**config.mk**
```make
export PLATFORM = sky130hd
export DESIGN_NAME = stream_data_transformer
export DESIGN_NICKNAME = d
export VERILOG_FILES = /design/src/rtl/stream_data_transformer.sv
export SDC_FILE = /design/constraint.sdc
export NUM_CORES = 1
export LEC_CHECK = 0
export ABC_AREA = 1
export CELL_PAD_IN_SITES_DETAIL_PLACEMENT = 1
export CELL_PAD_IN_SITES_GLOBAL_PLACEMENT = 1
export CORE_MARGIN = 2
export CORE_UTILIZATION = 36
export CTS_CLUSTER_DIAMETER = 120
export CTS_CLUSTER_SIZE = 8
export DETAILED_ROUTE_END_ITERATION = 8
export PLACE_DENSITY = 0.75
export SETUP_SLACK_MARGIN = 0.15
export SLEW_MARGIN = 20
export SYNTH_ARGS = -nofsm -noshare
export SYNTH_HDL_FRONTEND = slang
export SYNTH_SLANG_ARGS = --single-unit
```
**constraint.sdc**
```tcl
create_clock -name clock -period 3 [get_ports clock]
set_clock_uncertainty 0.2 [all_clocks]
set_input_delay 0.6 -clock clock [delete_from_list [all_inputs] [get_ports clock]]
set_output_delay 0.6 -clock clock [all_outputs]
set_load 0.005 [all_outputs]
```
**src/rtl/stream_data_transformer.sv**
```systemverilog
// Packet-aware stream transformer (pass / byte-reverse / add / xor) with output FIFO.
// Define STREAM_XFORM_STATS_EN to build the output beat/packet counters.
module stream_data_transformer #(
    parameter int DATA_BUS_WIDTH = 32,
    parameter int FIFO_DEPTH     = 4,
    parameter int STAT_WIDTH     = 32
) (
    input  logic                          clock,
    input  logic                          reset,
    input  logic [DATA_BUS_WIDTH-1:0]     in_data,
    input  logic [DATA_BUS_WIDTH/8-1:0]   in_byte_en,
    input  logic                          in_valid,
    input  logic                          in_end,
    output logic                          in_ready,
    output logic [DATA_BUS_WIDTH-1:0]     out_data,
    output logic [DATA_BUS_WIDTH/8-1:0]   out_byte_en,
    output logic                          out_valid,
    output logic                          out_end,
    input  logic                          out_ready,
    input  logic [1:0]                    ctrl_sel,
    input  logic [DATA_BUS_WIDTH-1:0]     operand_val,
    output logic [$clog2(FIFO_DEPTH):0]   fill_level,
    output logic [STAT_WIDTH-1:0]         pkt_count,
    output logic [STAT_WIDTH-1:0]         beat_count
);

    localparam int BW = DATA_BUS_WIDTH / 8;
    localparam int AW = $clog2(FIFO_DEPTH);
    localparam int CW = AW + 1;
    localparam logic [CW-1:0] DEPTH_C = CW'(FIFO_DEPTH);

    localparam logic [0:0] IDLE   = 1'b0;
    localparam logic [0:0] IN_PKT = 1'b1;

    logic [0:0]    state_q, state_d;
    logic [1:0]    mode_q, mode_d;
    logic [AW-1:0] wptr_q, wptr_d;
    logic [AW-1:0] rptr_q, rptr_d;
    logic [CW-1:0] cnt_q, cnt_d;

    logic [DATA_BUS_WIDTH-1:0] mem_data [FIFO_DEPTH];
    logic [BW-1:0]             mem_be   [FIFO_DEPTH];
    logic                      mem_end  [FIFO_DEPTH];

    logic                      push, pop;
    logic [1:0]                cur_mode;
    logic [DATA_BUS_WIDTH-1:0] xf_data;
    logic [BW-1:0]             xf_be;

    assign in_ready   = !reset && (cnt_q < DEPTH_C);
    assign out_valid  = (cnt_q != '0);
    assign push       = in_valid && in_ready;
    assign pop        = out_valid && out_ready;
    assign fill_level = cnt_q;

    // Gate the head so outputs read as zero whenever the buffer is empty
    assign out_data    = out_valid ? mem_data[rptr_q] : '0;
    assign out_byte_en = out_valid ? mem_be[rptr_q]   : '0;
    assign out_end     = out_valid ? mem_end[rptr_q]  : 1'b0;

    // First beat of a packet uses ctrl_sel directly; later beats use the latched mode
    assign cur_mode = (state_q == IDLE) ? ctrl_sel : mode_q;

    always_comb begin
        xf_data = in_data;
        xf_be   = in_byte_en;
        case (cur_mode)
            2'd1: begin
                for (int i = 0; i < BW; i++) begin
                    xf_data[8*i +: 8] = in_data[8*(BW-1-i) +: 8];
                    xf_be[i]          = in_byte_en[BW-1-i];
                end
            end
            2'd2:    xf_data = in_data + operand_val;
            2'd3:    xf_data = in_data ^ operand_val;
            default: ;
        endcase
    end

    always_comb begin
        state_d = state_q;
        mode_d  = mode_q;
        if (push) begin
            if (state_q == IDLE) begin
                mode_d = ctrl_sel;
            end
            state_d = in_end ? IDLE : IN_PKT;
        end
    end

    always_comb begin
        wptr_d = wptr_q;
        rptr_d = rptr_q;
        cnt_d  = cnt_q;
        if (push) begin
            wptr_d = wptr_q + AW'(1);
        end
        if (pop) begin
            rptr_d = rptr_q + AW'(1);
        end
        case ({push, pop})
            2'b10:   cnt_d = cnt_q + CW'(1);
            2'b01:   cnt_d = cnt_q - CW'(1);
            default: ;
        endcase
    end

    always_ff @(posedge clock or posedge reset) begin
        if (reset) begin
            state_q <= IDLE;
            mode_q  <= 2'd0;
            wptr_q  <= '0;
            rptr_q  <= '0;
            cnt_q   <= '0;
        end else begin
            state_q <= state_d;
            mode_q  <= mode_d;
            wptr_q  <= wptr_d;
            rptr_q  <= rptr_d;
            cnt_q   <= cnt_d;
        end
    end

    always_ff @(posedge clock) begin
        if (push) begin
            mem_data[wptr_q] <= xf_data;
            mem_be[wptr_q]   <= xf_be;
            mem_end[wptr_q]  <= in_end;
        end
    end

`ifdef STREAM_XFORM_STATS_EN
    logic [STAT_WIDTH-1:0] beat_q, beat_d;
    logic [STAT_WIDTH-1:0] pkt_q, pkt_d;

    always_comb begin
        beat_d = beat_q;
        pkt_d  = pkt_q;
        if (pop) begin
            beat_d = beat_q + STAT_WIDTH'(1);
            if (out_end) begin
                pkt_d = pkt_q + STAT_WIDTH'(1);
            end
        end
    end

    always_ff @(posedge clock or posedge reset) begin
        if (reset) begin
            beat_q <= '0;
            pkt_q  <= '0;
        end else begin
            beat_q <= beat_d;
            pkt_q  <= pkt_d;
        end
    end

    assign beat_count = beat_q;
    assign pkt_count  = pkt_q;
`else
    assign beat_count = '0;
    assign pkt_count  = '0;
`endif

endmodule

```
**Yosys cells after proc, flatten, opt, wreduce, memory -nomap -nowiden**

Memories as Yosys holds them, arrays and structs flattened.
Cells that the tools add are included.

- Bits in registers: 10
- Latch bits: 0
- Bits in writable memories: 148
- ROM bits: 0
- Input bits: 75
- Output and inout bits: 106
- Word-level logic and storage cells: 36
- Memories: 3

- Add/subtract/negate cells: 5
- Multiply operators: 0
- Divide/modulo/power cells: 0
- Order comparisons: 1
- Eq/ne operators: 5
- Shift operators: 0
- Muxes and demuxes: 10
- Bitwise operators: 1
- Reduce and logical (&&, ||, !) cells: 6

Memory list:

| name | depth | bits a word | read ports | clocked after memory_dff | wr ports | line | text |
|---|---|---|---|---|---|---|---|
| mem_data | 4 | 32 | 1 | 0 | 1 | 41 | `logic [DATA_BUS_WIDTH-1:0] mem_data [FIFO_DEPTH];` |
| mem_be | 4 | 4 | 1 | 0 | 1 | 42 | `logic [BW-1:0] mem_be [FIFO_DEPTH];` |
| mem_end | 4 | 1 | 1 | 0 | 1 | 43 | `logic mem_end [FIFO_DEPTH];` |

Operators by type and width:

| operator | count |
|---|---|
| 32-bit one-hot mux with 3 select lines | 1 |
| 32-bit adder | 1 |
| 32-bit 2-to-1 mux | 1 |
| 32-bit bitwise XOR | 1 |
| 4-bit 2-to-1 mux | 2 |
| 2-bit == test (second input constant) | 3 |
| 3-bit one-hot mux with 2 select lines | 1 |
| 2-bit by 1-bit adder with 2-bit output (second input constant) | 2 |
| 2-bit by 1-bit == test with 1-bit output (second input constant) | 2 |
| 1-bit 2-to-1 mux | 4 |
| 3-bit by 1-bit adder with 3-bit output (second input constant) | 1 |
| 1-bit logical AND | 3 |
| 3-bit less-than comparator (second input constant) | 1 |
| 3-bit nonzero test | 1 |
| 3-bit by 1-bit subtractor with 3-bit output (second input constant) | 1 |
| 2-bit 2-to-1 mux | 1 |
| 2-bit nonzero test | 1 |
| 1-bit zero test | 1 |

**Logic depth before layout (Yosys ltp)**

- Depth after elaboration: 5
- Depth in mapped cells: 14
- Gate-level depth less buffers: 14

**Worst setup path before layout**

OpenSTA, ideal clock, no wires.

- Path type: in2reg
- Start: input reset
- End: memory mem_be[0][0] in the netlist's numbering (enable)
- Setup time: 431 ps
- Arrival time: 2661 ps
- Data required time: 2369 ps
- Setup slack: -292 ps
- Stages: 4
- Buffers on the path: 1
- Cell sequence: nor2_1 -> nand2_1 -> clkbuf_1 -> nor2_1

- Word-level cells in the longest chain between the ends: 5

RTL lines:

| element | line | text |
|---|---|---|
| start, declared | 9 | `input logic reset,` |
| 1-bit zero test (no line) | - |  |
| 1-bit logical AND | 50 | `assign in_ready = !reset && (cnt_q < DEPTH_C);` |
| 1-bit logical AND | 52 | `assign push = in_valid && in_ready;` |
| 1-bit 2-to-1 mux | 125 | `if (push) begin` |
| 1-bit 2-to-1 mux (not written as such) | 127 | `mem_be[wptr_q] <= xf_be;` |
| end, declared | 42 |  |

Every way passes these cells.

**Final worst setup path**

- Start: register rptr_q[1]
- End: output out_data[16]

- Word-level cells in the longest chain between the ends: 2

RTL lines:

| element | line | text |
|---|---|---|
| start, declared | 38 | `logic [AW-1:0] rptr_q, rptr_d;` |
| start signal, assigned | 119 | `rptr_q <= rptr_d;` |
| memory 4 x 32 bit | - |  |
| 32-bit 2-to-1 mux | 57 | `assign out_data = out_valid ? mem_data[rptr_q] : '0;` |
| end, declared | 15 | `output logic [DATA_BUS_WIDTH-1:0] out_data,` |

Every way passes these cells.

==> summary.md <==
| Metric | Value |
|---|---|
| Largest net degree at the start of global routing | 39 |
| Placer Congestion | 0.901 |
| Final period utilization | 93.1% |
| Reg-to-reg slack, setup | 0.57 ns |
| Worst Hold Class | in2async |
| NetSw | 4.69 mW |
| Total CTS buffers | 17 |
| Worst r2r dst | mem_data[1][0] |
| Post-route setup slack | 0.207 ns |
| Vias post-DR | 9,341 |
| Num ports | 181 |
| Final min period | 2.79 ns |
| WP data required | 2.20 ns |
| CTS Buffer Depth | 2 |
| Crit end category | output port |
| Worst slew margin | 60.3% |
| Clock Sink Count | 158 |
| Synth warn | 0 |
| CTS tree | built |
| Synthesized area per cell | 7.98 um^2 |
| Global-route usage over all layers | 25.0% |
| Via density | 5.01 |
| Critical R2R Launch | state_q |
| DP HPWL | 26,400 um |
| Part of the power in registers | 28.3% |
| TritonRoute pass-1 iters | 6 |
| R2R depth | 7 |
| Clock Root Buffer | clkbuf_16 |
| # DRC | 0 |
| Critical path type | reg2out |
| Power Density | 864 mW/mm^2 |
| Post-CTS Hold Fix Bufs | 0 |
| Layout cells sized above 1 | 14.1% |
| Synth unique cells | 39 |
| Register area share after synthesis | 46.8% |
| Most frequent cells in the layout | nand2_1 (284), nor2_1 (176), inv_1 (158) |
| Sw Ratio | 41.2% |
| Synth top area share | 44.3% |
| Number of global-route vias before repair | 9,722 |
| Area leader, netlist | edfxtp_1 |
| Starting Density | 36.3% |
| Clock Latency Late Sink | 0.42 ns |
| Clk pwr share | 19.0% |
| Final hold vios | 0 |
| Setup TNS | 0 ns |
| Slew Limit Fails | 0 |
| FMAX | 358 MHz |
| Final #Nets | 1,588 |
| Antenna Nets Post-Route | 0 |
| Most common cell after layout, fill and taps aside | nand2_1 |
| LEAKAGE | 6.04 nW |
| WL per Instance | 19.6 um |
| Cells after Synth | 1,256 |
| Total die area | 0.0292 mm^2 |
| Setup WS pre-CTS | -0.300 ns |
| RSZ-0062 raised after global routing | false |
| Hold_ws | 0.303 ns |
| First-pass GRT wire length | 54,400 um |
| Drt total wl | 36,600 um |
| Core Area | 0.0276 mm^2 |
| IO Port Bufs | 116 |
| Startpoint types | flip-flop |
| Die width | 171 um |
| Arr. time, crit path | 1.99 ns |
| Cell Area, Synth | 0.0100 mm^2 |
| Max H-tree Level | 4 |
| DP Cell Count | 1,818 |
| VDD IR max | 0.449 mV |
| Max FO, Critical Path | 25 |
| Synth-to-Final Area Change | 31.3% |
| Tightest Pin Transition | 0.590 ns |
| Non-filler instance count after layout | 1,866 |
| # setup viols final | 0 |
| Internal power | 6.68 mW |
| # rows | 61 |
| Initial antenna violation count | 0 |
| Iter 0 DRT Violations | 569 |
| GR Overflow Total | 0 |
| Final Power | 11.4 mW |
| Power share of the combinational group | 52.7% |
| Max-cap check violation count | 0 |
| Synth top area cells | edfxtp_1 (44%), nand2_1 (11%), nor2_1 (7.1%), inv_1 (5.9%), buf_4 (4.9%) |
| Status | completed |
| Die Y | 171 um |
| #FFs+latches synth | 158 |
| Reg clk slew, reported paths | 0.06 ns |
| Ant. Diodes | 0 |
[Yosys cell counts]
cell type and count:
a21o_1 1, a21oi_1 68, a22o_1 4, a22oi_1 1, and2_1 8, and3_1 1
buf_1 10, buf_2 12, buf_4 66, buf_6 3, buf_8 1, clkbuf_1 11
conb_1 1, dfrtp_1 10, edfxtp_1 148, fa_1 2, ha_1 36, inv_1 158
inv_2 7, nand2_1 289, nand2_2 2, nand3_1 73, nand3b_1 4, nand4_1 10
nor2_1 189, nor2_2 2, nor3_1 7, nor3_2 1, o211ai_1 1, o21ai_0 87
o21ai_2 1, o21bai_1 8, o21bai_2 1, o221ai_1 8, o22ai_1 15, or2_0 1
or2_1 2, xnor2_1 3, xor2_1 4
[registers in the layout, summed over array words and instances, names as in the netlist]
| name | cells |
|---|---|
| fill_level | 3 |
| rptr_q | 2 |
| mem_be | 16 |
| mem_data | 128 |
| mode_q | 2 |
| wptr_q | 2 |
| mem_end | 4 |
| state_q | 1 |
[worst max-delay path, stage by stage (launching register included)]
cell	delay (ns)
dfrtp_1	0.45
buf_6	0.22
nor2_1	0.18
o21ai_0	0.15
a21oi_1	0.28
dlygate4sd2_1	0.27
[routing by layer]
layer  track usage [%]  vias to the layer above  wire length (um)
met5                 0                        -                 0
met4              11.0                        0              1400
met3              3.82                       69              1550
met2              45.3                      305             18800
met1              29.3                     4536             14900
li1                  -                     4431                 -
[area by class of cell]
type / count / area, um^2
Fill cell: 3342 / 14500
Sequential cell: 158 / 4700
Multi-Input combinational cell: 893 / 4440
Timing Repair Buffer: 240 / 2330
Inverter: 165 / 632
Tap cell: 378 / 473
Clock buffer: 18 / 429
Clock inverter: 14 / 159
[repair_timing]
action | 4_1_cts | 5_1_grt
setup buffers | 5 | 6
cloned | 3 | 2
resized for setup | 38 | 55
setup endpoints to repair | 49 | 97
pin swaps | 10 | 14
[logic make-up (layout without fill, tap and decap cells)]
kind of cell,after synthesis,in the layout,synth area share [%]
other,1,64,0.0374
flip-flops,158,158,46.8
buffers and inverters,268,437,13.0
adder cells (fa/ha/maj),38,38,4.89
AO/OA/AOI/OAI,195,195,10.7
AND/OR/NAND/NOR,589,589,23.9
XOR/XNOR,7,7,0.611
[how the worst max path moves through the flow]
| stage | cells after the start | slack, ns | to | start |
|---|---|---|---|---|
| finish | 5 | 0.21 | out_data[16] | rptr_q[1] |
| global route | 7 | 0.14 | out_data[16] | rptr_q[0] |
| CTS | 7 | -0.04 | out_data[27] | rptr_q[0] |
| detailed placement | 11 | -0.30 | mem_data[2][20] | in_data[0] |
| global placement | 12 | -0.25 | mem_data[2][29] | in_data[11] |
| floorplan | 4 | -0.29 | mem_be[0][0] | reset |
[power groups by stage]
stage | Combinational [mW] | Sequential (mW) | Clock (mW)
after floorplan | 2.83 | 3.21 | 0
after global placement | 5.33 | 3.24 | 0
after detailed placement | 5.54 | 3.25 | 0
after CTS | 5.80 | 3.22 | 2.18
after global routing | 6.48 | 3.24 | 2.27
final | 5.99 | 3.22 | 2.16
[metrics by stage]
stage | area, um^2 | util (%)
2_1_floorplan | 10300 | -
3_3_place_gp | 12200 | 44.0
3_5_place_dp | 12200 | 44.0
4_1_cts | 12900 | 46.7
5_1_grt | 13200 | 47.6
6_report | 13200 | 47.6
(Power assumes the default switching activity.)
==> RTL edit (same flow settings) <==
Remove the case item `2'd2` of the case on `cur_mode`.
--- a/src/rtl/stream_data_transformer.sv
+++ b/src/rtl/stream_data_transformer.sv
@@ -71,7 +71,6 @@
                     xf_be[i]          = in_byte_en[BW-1-i];
                 end
             end
-            2'd2:    xf_data = in_data + operand_val;
             2'd3:    xf_data = in_data ^ operand_val;
             default: ;
         endcase
Formal check against the unedited RTL: not equivalent (a bounded check fails within 4 cycles, from zero or initial values and one cycle with reset high).
==> RTL edit against the original RTL <==
  * Design area fell by 18%
  * Maximum frequency increased by 3.5%
  * Sequential share of layout area increased by 7.8 points
  * Critical path depth rose by 2
  * Sequential cell count did not move
  * Setup slack better by 0.093 ns
  * Area after synthesis down 16%
  * Via count down 29%
  * Cell count decreased by 24%
  * Die area fell by 15%
  * Power is 13% lower
  * Synthesized cell count fell by 22%
  * Wire length is 37% lower
  * Critical path type unchanged
  * Highest routed layer unchanged
==> RTL edit: results (changes against the original RTL) <==
metric,value,unit,change
status,completed,,
crit path from,rptr_q[0],,
Synth Area in Compound Gates,0.0248,,-0.0826
worst-path fanout max,7,,-72%
vias in the first global route,6636,,-32%
hold_ws,0.292,ns,-0.0112 ns
reg2reg start,fill_level[0],,
adder-cell share of the synthesized area,0.00975,,-0.0392
CP arrival,1.90,ns,-0.09 ns
placed cell areas,0.00989,sq mm,-19%
Synth top cells by count,"nand2_1, nand3_1, edfxtp_1",,
R2R Path End,fill_level[2],,
"Distinct cells, synth",23,,-41%
drt via density,4.66,,-6.8%
CP endpoint,out_data[27],,
Final Util,0.464,,-0.0126
met3 wire length,1.03,mm,-34%
layout cell share with drive strength beyond 1,0.0848,,-0.0563
Final period util,0.900,,-0.0311
Post-Place Setup Slack,0.351,ns,+0.651 ns
Fill cells,2708,,-19%
Pleak,0.00502,uW,-17%
post-synthesis sequential area ratio,0.554,,+0.0859
reg2reg setup slack,0.84,ns,+0.27 ns
NumNets Final,1177,,-26%
Metal-1 WL,10.2,mm,-31%
DR pass1 iterations,4,,-2
DP Wirelength,15.4,mm,-42%
==> RTL edit: worst max-delay path: stages (launching register included) <==
cell and delay, ns:
dfrtp_2 0.44, clkinv_4 0.11, bufbuf_16 0.27, nand2_1 0.05, nand2_1 0.05, nand2_1 0.07
a21oi_2 0.21, dlygate4sd2_1 0.27
==> RTL edit: power groups by stage <==
stage	Combinational, uW	Sequential, uW	Clock (uW)
2_1_floorplan	2420	3090	0
3_3_place_gp	4270	3110	0
3_5_place_dp	4370	3120	0
4_1_cts	4620	3090	2200
5_1_grt	5130	3100	2280
6_report	4620	3080	2170
==> RTL edit: cell type report <==
cell class / count / share of cell area
timing repair buffer: 149 / 0.159
sequential: 158 / 0.435
multi-input combinational: 645 / 0.270
tap: 319 / 0.0370
clock inverter: 10 / 0.0135
inverter: 125 / 0.0446
clock buffer: 21 / 0.0408
==> RTL edit: timing repair <==
action                                  4_1_cts  5_1_grt
cloned                                        2        1
gates resized for setup                      47       31
endpoints found under the setup margin       37       23
setup buffers                                 2        1
pin swaps                                     3        5
